==> config.mk <==
export PLATFORM = sky130hd
export DESIGN_NAME = shift_deser16
export DESIGN_NICKNAME = d
export VERILOG_FILES = /design/src/rtl/shift_deser16.sv
export SDC_FILE = /design/constraint.sdc
export NUM_CORES = 1
export LEC_CHECK = 0
export BUFFER_PORTS_ARGS = -buffer_cell sky130_fd_sc_hd__buf_4
export CAP_MARGIN = 20
export CORE_MARGIN = 1
export CORE_UTILIZATION = 30
export DETAILED_ROUTE_END_ITERATION = 8
export HOLD_SLACK_MARGIN = 0.1
export SYNTH_ARGS = -nofsm -noshare
export SYNTH_HDL_FRONTEND = slang
export SYNTH_SLANG_ARGS = --single-unit
==> constraint.sdc <==
create_clock -name clk_pad -period 2.4 [get_ports clk_pad]
set_input_delay 0.48 -clock clk_pad [delete_from_list [all_inputs] [get_ports clk_pad]]
set_output_delay 0.48 -clock clk_pad [all_outputs]
set_load 0.01 [all_outputs]
==> src/rtl/shift_deser16.sv <==
// rtl/shift_deser16.sv - serial-to-parallel deserialiser with valid/ready handshakes on both sides
// Assembles WIDTH serial beats into a word; only the completing beat can be stalled by a full output.
module shift_deser16 #(
    parameter int WIDTH     = 16,
    parameter bit MSB_FIRST = 1'b1
) (
    input  logic             clk_pad,
    input  logic             rst_n_pad,
    input  logic             sin_pad,
    input  logic             sin_vld_pad,
    output logic             sin_rdy_pad,
    input  logic             clr_pad,
    output logic [WIDTH-1:0] dout_pad,
    output logic             dout_vld_pad,
    input  logic             dout_rdy_pad,
    output logic             ovf_pad
);

    localparam int CW = (WIDTH > 2) ? $clog2(WIDTH) : 1;
    localparam logic [CW-1:0] LAST = CW'(WIDTH - 1);

    typedef enum logic [1:0] {
        S_IDLE,
        S_FILL,
        S_HOLD,
        S_STALL
    } state_t;

    logic [WIDTH-1:0] sreg_q, sreg_d;
    logic [CW-1:0]    cnt_q, cnt_d;
    logic [WIDTH-1:0] dout_q, dout_d;
    logic             dout_vld_q, dout_vld_d;
    logic             ovf_q, ovf_d;

    state_t           cur_state;
    logic             sin_rdy;
    logic             beat;
    logic [WIDTH-1:0] shifted;

    always_comb begin
        cur_state = S_IDLE;
        if ((cnt_q == LAST) && dout_vld_q && !dout_rdy_pad) begin
            cur_state = S_STALL;
        end else if (cnt_q != '0) begin
            cur_state = S_FILL;
        end else if (dout_vld_q) begin
            cur_state = S_HOLD;
        end
    end

    always_comb begin
        sin_rdy = (cur_state != S_STALL);
        beat    = sin_vld_pad && sin_rdy && !clr_pad;
        if (MSB_FIRST) begin
            shifted = {sreg_q[WIDTH-2:0], sin_pad};
        end else begin
            shifted = {sin_pad, sreg_q[WIDTH-1:1]};
        end

        sreg_d     = sreg_q;
        cnt_d      = cnt_q;
        dout_d     = dout_q;
        dout_vld_d = dout_vld_q;
        ovf_d      = ovf_q;

        if (clr_pad) begin
            sreg_d = '0;
            cnt_d  = '0;
            // Aborting while stalled throws away a complete word.
            if (cur_state == S_STALL && sin_vld_pad) begin
                ovf_d = 1'b1;
            end
        end else if (beat) begin
            sreg_d = shifted;
            cnt_d  = (cnt_q == LAST) ? '0 : cnt_q + CW'(1);
        end

        if (beat && (cnt_q == LAST)) begin
            dout_d     = shifted;
            dout_vld_d = 1'b1;
        end else if (dout_vld_q && dout_rdy_pad) begin
            dout_vld_d = 1'b0;
        end
    end

    always_ff @(posedge clk_pad or negedge rst_n_pad) begin
        if (!rst_n_pad) begin
            sreg_q     <= '0;
            cnt_q      <= '0;
            dout_q     <= '0;
            dout_vld_q <= 1'b0;
            ovf_q      <= 1'b0;
        end else begin
            sreg_q     <= sreg_d;
            cnt_q      <= cnt_d;
            dout_q     <= dout_d;
            dout_vld_q <= dout_vld_d;
            ovf_q      <= ovf_d;
        end
    end

    assign sin_rdy_pad  = sin_rdy;
    assign dout_pad     = dout_q;
    assign dout_vld_pad = dout_vld_q;
    assign ovf_pad      = ovf_q;

endmodule

==> metrics <==
clk_skew=0.00565 ns; Post-Syn Instances=177; gr ovfl total=0; GP Congestion=between 0.7 and 0.8; R2R Path Start=cnt_q[0]$_DFFE_PN0P_; clk buf depth=2; DP HPWL=approximately 2.7 mm; status=finished, final reports clean; ANT nets after route=0; WL final=approximately 4.1 mm; final worst-path cycle share=a little under nine tenths; dpl cells=roughly 270; min Tclk post-route=roughly 2.1 ns; CP Class=reg -> out; number of max-cap violations=0; Port Buf Inserts=24; die area=~7000 um^2; Layout Cells excl Fill=between 200 and 300; largest net degree at the start of global routing=38; most common cell after layout, fill and taps aside=dfrtp_1; H-tree depth=2; initial antenna violation count=0; Worst setup EP type=output pin; # nets final=just over 200; post-cts hold buffer count=0; Pleak=1.01 nW; CTS-repair resized insts=0; Hold WS=around 0.15 ns; placed cell area=between 2000 and 2500 um^2; post-synth net total=185; met2 WL post-DR=around 1.9 mm; GRT Resource Usage Total=around an eighth; clock-pin slew on the worst setup and hold paths=around 0.07 ns; worst IR drop on VDD=~200 uV; Slew headroom=roughly 69%; timing startpoint of the critical path=cnt_q[0]$_DFFE_PN0P_; final hold violations=0; Ys Warns=0; via count=roughly 1500; die width=83.2 um; Finished Core Util=35.7%; CTS tree=built; Synth Area per Inst=approximately 11 um^2; post-CTS setup buffers=0; root buf cell=clkbuf_8; initial drt markers=91; flops & latches, synth=37; setup ws final=0.346 ns; most frequent cells in the layout=dfrtp_1, buf_4, nand3_1; top routing layer in use=met4; synth unique cells=36; Synth Cell Area=~2000 um^2; worst-path maximum fanout=7; Seq/Total Area, Yosys=between 40 and 50%; core area=between 6000 and 7000 um^2; Die Ht=around 83 um; CTS Buf Count=5; startpoint types=flop; pwr/cell area=518 nW/um^2; # setup viols final=0; starting density of the core=31.2%; Setup TNS Final=0 ns; area grow syn2layout=14.5%; Initial DRT Pass Iterations=4; fin area=2270 um^2; vias per cell=5.32; Pins Over Slew Limit=0; DR WL met3=around 190 um; first-pass GRT wire length=approximately 6.7 mm; min-delay worst type=in -> async; WL per Instance=around 15 um; ant diodes=0; RSZ-0062 raised after global routing=false; Critical Path AT=around 1.6 ns; DR DRC count=0; Power Total=about 1.2 mW; Clock Sinks=37; FMAX=a little under 500 MHz; worst-margin pin slew=about 0.46 ns; Skew-Pair Late Insertion Delay=around 0.28 ns; CP required=1.92 ns; Ports=25; vias in the first global route=around 1300; Setup WS pre-CTS=~0.52 ns; wl on met1=1.91 mm; FP Rows=29; layout cell share with drive strength beyond 1=around 30%
[cell type report]
class | instances | area [um^2]
clock buffers | 7 | 86.3
fillers | 641 | 4080
inverters | 3 | 11.3
multi-input cells | 120 | 930
flip-flops and latches | 37 | 926
well taps | 77 | 96.3
repair buffers | 29 | 218
[synth_stat cells (all sizes together)]
cell | n | area share (%)
or4 | 1 | 0.38
buf | 9 | 4.2
inv | 2 | 0.38
o31ai | 4 | 1.5
o21bai | 1 | 0.38
nand4b | 5 | 2.2
dfrtp | 37 | 47
a21oi | 3 | 0.76
nand2b | 5 | 1.6
clkbuf | 8 | 1.5
nand2 | 3 | 0.57
nor2b | 10 | 3.5
clkinv | 1 | 0.19
or3b | 4 | 1.8
o311ai | 4 | 1.8
a311o | 4 | 2.0
nand3 | 25 | 6.3
nor2 | 2 | 0.38
a31o | 1 | 0.44
nor3 | 5 | 1.3
ha | 2 | 1.3
mux2 | 16 | 11
nor3b | 6 | 2.3
a41o | 1 | 0.51
a31oi | 7 | 2.2
a32oi | 6 | 2.7
a211oi | 1 | 0.38
and3 | 2 | 0.89
and4 | 1 | 0.44
a41oi | 1 | 0.44
[sequential cells by signal, indices dropped and copies added, names as in the netlist]
signal	flops
cnt_q	4
dout_pad	16
dout_vld_pad	1
ovf_pad	1
sreg_q	15
[worst paths after layout]
check	depth (start not counted)	endpoint	slack (ns)
max	4	sin_rdy_pad	0.35
min	1	dout_pad[3]$_DFFE_PN0P_	0.15
max reg2reg	4	dout_pad[8]$_DFFE_PN0P_	0.53
min reg2reg	1	ovf_pad$_DFFE_PN0P_	0.48
max in group asynchronous	1	sreg_q[7]$_DFFE_PN0P_	1.92
min in group clk_pad	2	dout_pad[0]$_DFFE_PN0P_	0.43
[report_power, final]
part | internal [mW] | switching, mW
sequential | 0.638 | 0.0151
clock | 0.228 | 0.202
combinational | 0.0362 | 0.0546
[cell families after synthesis]
family,Yosys count,synth area share [%]
flip-flops,37,46.8
adder cells (fa/ha/maj),2,1.26
multiplexers,16,11.0
AO/OA/AOI/OAI,33,13.1
AND/OR/NAND/NOR,69,21.6
buffers and inverters,20,6.26
[metal layers]
layer,vias to the layer above,GRT usage (%)
li1,707,-
met1,710,16.3
met2,28,19.2
met3,7,3.78
met4,0,4.23
met5,-,0
[critical path: stages, from the launching register on]
cell and delay [ns]:
dfrtp_1 0.43, ha_1 0.30, and3_1 0.25, nand2_1 0.13, buf_4 0.18
Note: power is estimated with default switching activity, not from simulation.
